File: src/rtl/mem_access_ctrl.sv
// mem_access_ctrl: data-memory access sequencer for the multicycle CPU.
// Handles LW/LH/LHU/LB/LBU/SW/SH/SB against a word-wide memory with a fixed
// read latency. Sub-word loads are extended to 32 bits. Sub-word stores are
// done as read-modify-write of the containing word.
//
// Optional feature: define MISALIGN_EXC_EN to flag misaligned LW/SW/LH/LHU/SH
// with a one-cycle err pulse (no memory traffic). When it is undefined, err
// stays 0 and the offending low address bits are ignored.
module mem_access_ctrl #(
    parameter int MEM_LATENCY = 1
) (
    input  logic        clk,
    input  logic        reset,
    input  logic        req,
    input  logic [2:0]  op,
    input  logic [31:0] addr,
    input  logic [31:0] wdata,
    output logic        busy,
    output logic        done,
    output logic [31:0] rdata,
    output logic        err,
    output logic [31:0] mem_addr,
    output logic        mem_wr,
    output logic [31:0] mem_wdata,
    input  logic [31:0] mem_rdata
);

    localparam logic [2:0] OP_LW  = 3'b000;
    localparam logic [2:0] OP_LH  = 3'b001;
    localparam logic [2:0] OP_LHU = 3'b010;
    localparam logic [2:0] OP_LB  = 3'b011;
    localparam logic [2:0] OP_LBU = 3'b100;
    localparam logic [2:0] OP_SW  = 3'b101;
    localparam logic [2:0] OP_SH  = 3'b110;
    localparam logic [2:0] OP_SB  = 3'b111;

    // RD lasts MEM_LATENCY cycles; the counter runs from MEM_LATENCY-1 down to 0
    localparam logic [3:0] CNT_INIT = 4'(MEM_LATENCY - 1);

    typedef enum logic [1:0] {
        IDLE = 2'd0,
        RD   = 2'd1,
        WR   = 2'd2,
        DONE = 2'd3
    } state_t;

    state_t      state;
    logic [2:0]  op_q;
    logic [1:0]  off_q;
    logic [15:0] wdata_q;
    logic [3:0]  cnt;
    logic        misal;

    function automatic logic is_load(input logic [2:0] lop);
        return (lop <= OP_LBU);
    endfunction

    // Select the addressed byte/halfword and extend it to 32 bits. Halfword
    // selection uses addr[1] only, so a stray addr[0] is ignored here.
    function automatic logic [31:0] load_extend(input logic [2:0]  lop,
                                                input logic [31:0] word,
                                                input logic [1:0]  off);
        logic signed [7:0]  b;
        logic signed [15:0] h;
        logic signed [31:0] bs;
        logic signed [31:0] hs;
        b  = word[{off, 3'b000} +: 8];
        h  = word[{off[1], 4'b0000} +: 16];
        bs = b;
        hs = h;
        case (lop)
            OP_LB:   return bs;
            OP_LBU:  return {24'b0, b};
            OP_LH:   return hs;
            OP_LHU:  return {16'b0, h};
            default: return word;
        endcase
    endfunction

    // Replace one lane of the word just read with the store data.
    function automatic logic [31:0] merge_store(input logic [2:0]  sop,
                                                input logic [31:0] word,
                                                input logic [15:0] wd,
                                                input logic [1:0]  off);
        logic [31:0] w;
        w = word;
        if (sop == OP_SH) begin
            w[{off[1], 4'b0000} +: 16] = wd;
        end else begin
            w[{off, 3'b000} +: 8] = wd[7:0];
        end
        return w;
    endfunction

`ifdef MISALIGN_EXC_EN
    // Words need addr[1:0]=0, halfwords need addr[0]=0; bytes are always aligned.
    function automatic logic misaligned(input logic [2:0] mop, input logic [1:0] off);
        case (mop)
            OP_LW, OP_SW:         return (off != 2'b00);
            OP_LH, OP_LHU, OP_SH: return off[0];
            default:              return 1'b0;
        endcase
    endfunction

    assign misal = misaligned(op, addr[1:0]);
`else
    assign misal = 1'b0;
`endif

    // Access sequencer: all outputs are registered and change with the state.
    always_ff @(posedge clk) begin
        if (reset) begin
            state     <= IDLE;
            busy      <= 1'b0;
            done      <= 1'b0;
            err       <= 1'b0;
            mem_wr    <= 1'b0;
            rdata     <= 32'd0;
            mem_addr  <= 32'd0;
            mem_wdata <= 32'd0;
            op_q      <= OP_LW;
            off_q     <= 2'b00;
            wdata_q   <= 16'd0;
            cnt       <= 4'd0;
        end else begin
            case (state)
                IDLE: begin
                    if (req) begin
                        op_q     <= op;
                        off_q    <= addr[1:0];
                        wdata_q  <= wdata[15:0];
                        mem_addr <= {addr[31:2], 2'b00};
                        busy     <= 1'b1;
                        if (misal) begin
                            // Rejected access: report immediately, touch nothing
                            state <= DONE;
                            done  <= 1'b1;
                            err   <= 1'b1;
                        end else if (op == OP_SW) begin
                            // Full-word store needs no read
                            state     <= WR;
                            mem_wr    <= 1'b1;
                            mem_wdata <= wdata;
                        end else begin
                            state <= RD;
                            cnt   <= CNT_INIT;
                        end
                    end
                end

                RD: begin
                    if (cnt != 4'd0) begin
                        cnt <= cnt - 4'd1;
                    end else if (is_load(op_q)) begin
                        rdata <= load_extend(op_q, mem_rdata, off_q);
                        state <= DONE;
                        done  <= 1'b1;
                    end else begin
                        // SH/SB: write back the merged word next cycle
                        mem_wdata <= merge_store(op_q, mem_rdata, wdata_q, off_q);
                        mem_wr    <= 1'b1;
                        state     <= WR;
                    end
                end

                WR: begin
                    mem_wr <= 1'b0;
                    state  <= DONE;
                    done   <= 1'b1;
                end

                DONE: begin
                    done  <= 1'b0;
                    err   <= 1'b0;
                    busy  <= 1'b0;
                    state <= IDLE;
                end

                default: begin
                    state <= IDLE;
                end
            endcase
        end
    end

endmodule

File: config.mk
export PLATFORM = sky130hd
export DESIGN_NAME = mem_access_ctrl
export DESIGN_NICKNAME = d
export VERILOG_FILES = /design/src/rtl/mem_access_ctrl.sv
export SDC_FILE = /design/constraint.sdc
export NUM_CORES = 1
export LEC_CHECK = 0
export CAP_MARGIN = 20
export CORE_ASPECT_RATIO = 1.1
export CORE_MARGIN = 10
export CORE_UTILIZATION = 40
export DETAILED_ROUTE_END_ITERATION = 10
export PLACE_DENSITY = 0.67
export SYNTH_ARGS = -nofsm -noshare
export SYNTH_HDL_FRONTEND = slang
export SYNTH_SLANG_ARGS = --single-unit
export TNS_END_PERCENT = 50
File: constraint.sdc
create_clock -name clk -period 2.5 [get_ports clk]
set_clock_uncertainty 0.2 [all_clocks]
set_input_delay 0.375 -clock clk [delete_from_list [all_inputs] [get_ports clk]]
set_output_delay 0.375 -clock clk [all_outputs]
set_load 0.02 [all_outputs]
Word level (Yosys, flattened, before mapping)
Index checks and enable logic that the tools add are counted.
{"block": "totals", "reg_bits": 124, "memories": 0, "input_bits": 102, "rom_bits": 0, "ram_bits": 0, "output_inout_bits": 100, "latchBits": 0, "elab_cells": 80}
{"block": "classes", "eq_ne": 16, "n_mux": 28, "bitwise_logic": 2, "magnitude_cmp": 1, "div": 0, "reduce_logical": 13, "n_mul": 0, "shifts": 6, "addsub": 3}
{"op": "$mux 32", "n": 5}
{"op": "$pmux 32 s4", "n": 1}
{"op": "$bwmux 32", "n": 2}
{"op": "$pmux 32 s2", "n": 1}
{"op": "$shift 16x7->32 const A", "n": 1}
{"op": "$shift 8x7->32 const A", "n": 1}
{"op": "$shiftx 16x7->32", "n": 1}
{"op": "$shiftx 32x6->16", "n": 1}
{"op": "$shiftx 32x6->8", "n": 1}
{"op": "$shiftx 8x7->32", "n": 1}
{"op": "$ne 2x2->1 const B", "n": 7}
{"op": "$neg 5->7", "n": 2}
{"op": "$mux 4", "n": 3}
{"op": "$reduce_and 5->1", "n": 2}
{"op": "$eq 3x3->1 const B", "n": 3}
{"op": "$mux 1", "n": 8}
{"op": "$pmux 2 s4", "n": 1}
{"op": "$pmux 4 s2", "n": 1}
{"op": "$eq 3x2->1 const B", "n": 2}
{"op": "$mux 2", "n": 3}
{"op": "$pmux 1 s3", "n": 2}
{"op": "$reduce_and 2->1", "n": 3}
{"op": "$reduce_and 3->1", "n": 2}
{"op": "$eq 2x2->1 const B", "n": 2}
{"op": "other kinds (11)", "n": 13}

Longest topological paths before layout
{"block": "depth", "depth_word": 7, "depth_mapped": 10, "mapped_depth_nobuf": 7}

Worst setup path before layout
OpenSTA, ideal clock, no wires.
{"block": "synth_timing", "path_type": "reg2reg", "from": "register off_q[1]", "to": "register mem_wdata[16]", "stages_incl_launch_ff": 8, "t_arrival_ns": 1.953, "synth_period_minus_slack_ns": 2.212, "setup_slack_ns": 0.288, "path_buffers": 1, "setup_time_ns": 0.058, "t_required_ns": 2.242, "cell_sequence": "dfxtp_1 > buf_2 > inv_2 > ha_1 > nor3b_1 > a32oi_1 > a21oi_1 > o221a_2"}
{"block": "synth_via", "elab_chain_len": 7, "elab_cells_between_ends": 12, "classes_between": "add/sub (2); shift (4); mux (6)"}
{"item": "from (decl)", "line_no": "49", "text": "logic [1:0] off_q;"}
{"item": "from (signal assigned)", "line_no": "130", "text": "off_q <= addr[1:0];"}
{"item": "$neg 5->7 (on tied branches)", "line_no": "88, 90"}
{"item": "$shiftx 16x7->32, or another cell as far along", "line_no": "88", "text": "w[{off[1], 4'b0000} +: 16] = wd;"}
{"item": "$bwmux 32 (on tied branches)", "line_no": "88, 90"}
{"item": "$mux 32 (*)", "line_no": "87", "text": "if (sop == OP_SH) begin"}
{"item": "$mux 32 (*)", "line_no": "154", "text": "end else if (is_load(op_q)) begin"}
{"item": "$mux 32 (*)", "line_no": "152", "text": "if (cnt != 4'd0) begin"}
{"item": "$pmux 32 s2 (*)", "line_no": "126", "text": "case (state)"}
{"item": "to (signal assigned)", "line_no": "143", "text": "mem_wdata <= wdata;"}
{"item": "to (signal assigned)", "line_no": "160", "text": "mem_wdata <= merge_store(op_q, mem_rdata, wdata_q, off_q);"}
{"item": "to (decl)", "line_no": "24", "text": "output logic [31:0] mem_wdata,"}
Mark *: on every way between the ends. The rest lies on a longest branch, timed or not. The select of a mux whose other input is x is not followed.
A chain may end at the register's enable or synchronous reset.

Worst setup path after layout
{"block": "layout_timing", "from": "register op_q[2]", "to": "register rdata[2]"}
{"block": "layout_via", "elab_chain_len": 2, "elab_cells_between_ends": 7, "classes_between": "order compare (1); eq/ne (4); mux (1); reduce/logical (1)"}
{"item": "from (decl)", "line_no": "48", "text": "logic [2:0] op_q;"}
{"item": "from (signal assigned)", "line_no": "129", "text": "op_q <= op;"}
{"item": "$le 3x3->1, or another cell as far along", "line_no": "55", "text": "return (lop <= OP_LBU);"}
{"item": "$reduce_and 3->1 (no line) / $pmux 32 s4 (equally long branches)"}
{"item": "to (signal assigned)", "line_no": "155", "text": "rdata <= load_extend(op_q, mem_rdata, off_q);"}
{"item": "to (decl)", "line_no": "20", "text": "output logic [31:0] rdata,"}
Several ways; a longest one is shown, not always the timed one.

==> metrics.yaml <==
syn_avg_cell_area_um2: 7.72
netlist_instances: 866
crit_chain: "nor3_2 > nor3b_2 > mux2i_1 > a2111o_1 > a21oi_1"
clockBufferDepth: 2
die_y_um: 156
end_kind: "register"
syn-cell-area_um2: 6690
root_buffer: "clkbuf_16"
area.growth.synth_to_final_pct: 45.0
ys.flop_type: "dfxtp_1"
avgRoutedWirePerCell_um: 19.2
rr_endpoint: "rdata[2]"
cp.required_ns: 2.66
crit_family: "simple AND/OR/NAND/NOR gates"
port-buffer-count: 198
cts_tree: "done"
min-delay-path-class: "in -> reg"
antenna-diode-count: 0
ir_drop_uv: 484
ant_nets: 0
timing.final.crit_period_ns: 2.34
r2r_cells: 5
utilization_pct: 59.2
cp_slowest_stage_delay_ns: 0.66
die_w_um: 143
antenna_found_initial: 0
synth_top_family_by_area: "compound AO/OA/AOI/OAI gates"
setup_viol: 0
yosys_warnings: 0
p_per_area_nw_per_um2: 1100
arrival_ns: 2.49
path_class: "reg -> reg"
drcViolationCount: 0
initial_core_util_pct: 40.9
fin_crit_sh_pct: 93.5
grt_pass1_wl_um: 38000
start_kind: "register"
path_buf_inv: 0
coreArea_um2: 16400
htree_levels: 4
status: "finished clean"
grt_overflow_total: 0
synth_fa_ha_area_share_pct: 2.99
grt_start_max_net_pins: 48
dp_hpwl_um: 18400
io_pins: 202
setup-tns-final_ns: 0
rows: 49
slew_headroom_pct: 48.5
ys_types: 64
cts_setup_buffers: 0
async_flop_share_pct: 0
first_pass_iters: 7
path_clk_slew_ns: 0.06
rrSetupSlack_ns: 0.16
drive_gt1_share_pct: 12.8
synth-xor-area-share_pct: 0.636
synthMuxAreaShare_pct: 5.93
critical_path.startpoint: "op_q[2]"
synth_compound_gate_area_share_pct: 26.6
drv_slew: 0
drtIter0Drc: 620
finalNetCount: 1177
place_congestion: 0.902
grt_pass1_vias: 6813
worst_pin_slew_ns: 0.769
drv_cap: 0
vias: 7112
fmax_mhz: 428
reg2reg_from: "op_q[2]"
synth-simple-area-share_pct: 19.6
p_leak_uw: 0.00369
crit_path_end: "rdata[2]"
synth-edff-count: 0
synth-seq-area-share_pct: 37.1
path_max_fanout: 13
worst_skew_pair.late_latency_ns: 0.42
finalHoldViolCount: 0
vias_per_cell: 5.56
grt_usage_pct: 21.5
crit_cells: 5
numCtsBuffers: 17
cts_hold_buf: 0
ys_ff_latch: 124
wl_um: 24600
clock-sinks: 124
rsz0062_at_grt: "false"
die_area_um2: 22300
cts_resized: 0
critPathSlowestCell: "nor3b_2"
[cell usage after synthesis (3+ instances only)]
master / count / area [um^2]
a211oi_1: 4 / 30.0
nand2_1: 160 / 601
nor3b_2: 3 / 37.5
o221a_2: 17 / 191
buf_4: 7 / 52.6
mux2i_1: 16 / 160
o21ai_0: 70 / 350
nor3b_1: 5 / 37.5
o221ai_1: 4 / 35.0
clkbuf_1: 44 / 165
nor3_1: 9 / 45.0
a21o_1: 8 / 60.1
o22ai_1: 3 / 18.8
maj3_1: 5 / 50.1
inv_1: 32 / 120
nor2_1: 40 / 150
a32o_1: 8 / 80.1
a32oi_1: 3 / 26.3
o21bai_1: 4 / 30.0
mux2_2: 20 / 225
o211ai_1: 14 / 105
nor2b_1: 7 / 43.8
o41ai_1: 3 / 26.3
ha_1: 12 / 150
a21oi_1: 122 / 611
and2_1: 3 / 18.8
dfxtp_1: 124 / 2480
a311oi_1: 7 / 61.3
nand3_1: 43 / 215
nand2b_1: 11 / 68.8
buf_2: 16 / 80.1
[worst min-delay path by stage]
stage | start | cells past startpoint | slack, ns | to
after detailed placement | mem_addr[19] | 2 | 0.25 | mem_addr[19]
after global routing | reset | 2 | 0.13 | busy
after CTS | reset | 2 | 0.11 | busy
after global placement | mem_addr[13] | 2 | 0.24 | mem_addr[13]
after floorplan | wdata_q[15] | 2 | 0.24 | wdata_q[15]
final | reset | 2 | 0.12 | busy
[cells by family after synthesis]
family | Yosys count
buf+inv | 108
fa+ha+maj | 17
mux | 37
simple gates | 292
compound gates | 283
other cells | 1
flops | 124
xor+xnor | 4
[routing by layer]
metal	global-route usage, %	share of wire, %	vias to the layer above
met5	0	0	-
met1	27.4	43	3269
met3	6.58	9.3	56
met2	32.7	45	354
li1	-	-	3433
met4	9.49	3.2	0
[layout by cell type, fill, tap and decap left out, drive strengths merged, types with 4 or more instances in the layout]
cell type	netlist	final
nand2b	11	11
o21bai	4	4
buf	27	51
a311oi	7	7
ha	12	12
and2	4	4
o41ai	4	4
a32o	8	8
nor3b	8	8
clkinv	2	4
clkinvlp	0	4
o221a	17	17
clkdlybuf4s50	0	197
bufinv	0	4
mux2	21	21
a211oi	4	4
nand2	160	160
maj3	5	5
nand3	43	43
nor3	10	10
clkbuf	45	22
o221ai	4	4
dfxtp	124	124
nor2b	7	7
o211ai	15	15
nor2	42	42
mux2i	16	16
a21oi	122	122
inv	34	34
a21o	8	8
o21ai	72	72
[registers in the layout, indices dropped and copies added, names as in the netlist]
register,cells
mem_wdata,32
off_q,2
op_q,3
mem_addr,30
busy,1
cnt,4
done,1
rdata,32
state,2
mem_wr,1
wdata_q,16
[final cells by class]
cell class | instances | area, um^2
Inverter | 36 | 135
Clock buffer | 22 | 494
Tap cell | 204 | 255
Multi-Input combinational cell | 636 | 3750
Sequential cell | 124 | 2480
Fill cell | 1492 | 6680
Clock inverter | 10 | 160
Timing Repair Buffer | 248 | 2410
[stage by stage]
step	hold WS, ns	power, uW	instance area (um^2)	cells	setup WS, ns
after global placement	0.240	7910	9040	1248	0.0962
after detailed placement	0.247	7980	9040	1248	0.0378
final	0.124	10700	9690	1280	0.163
after CTS	0.111	10700	9690	1280	0.193
after floorplan	0.243	5900	6700	868	0.288
after global routing	0.133	11300	9690	1280	0.00948
[power by group]
| group | internal (uW) | switching, uW |
|---|---|---|
| clock network | 1800 | 913 |
| logic | 2210 | 2810 |
| registers | 2550 | 377 |
No activity file was read; power rests on OpenSTA's default activity.
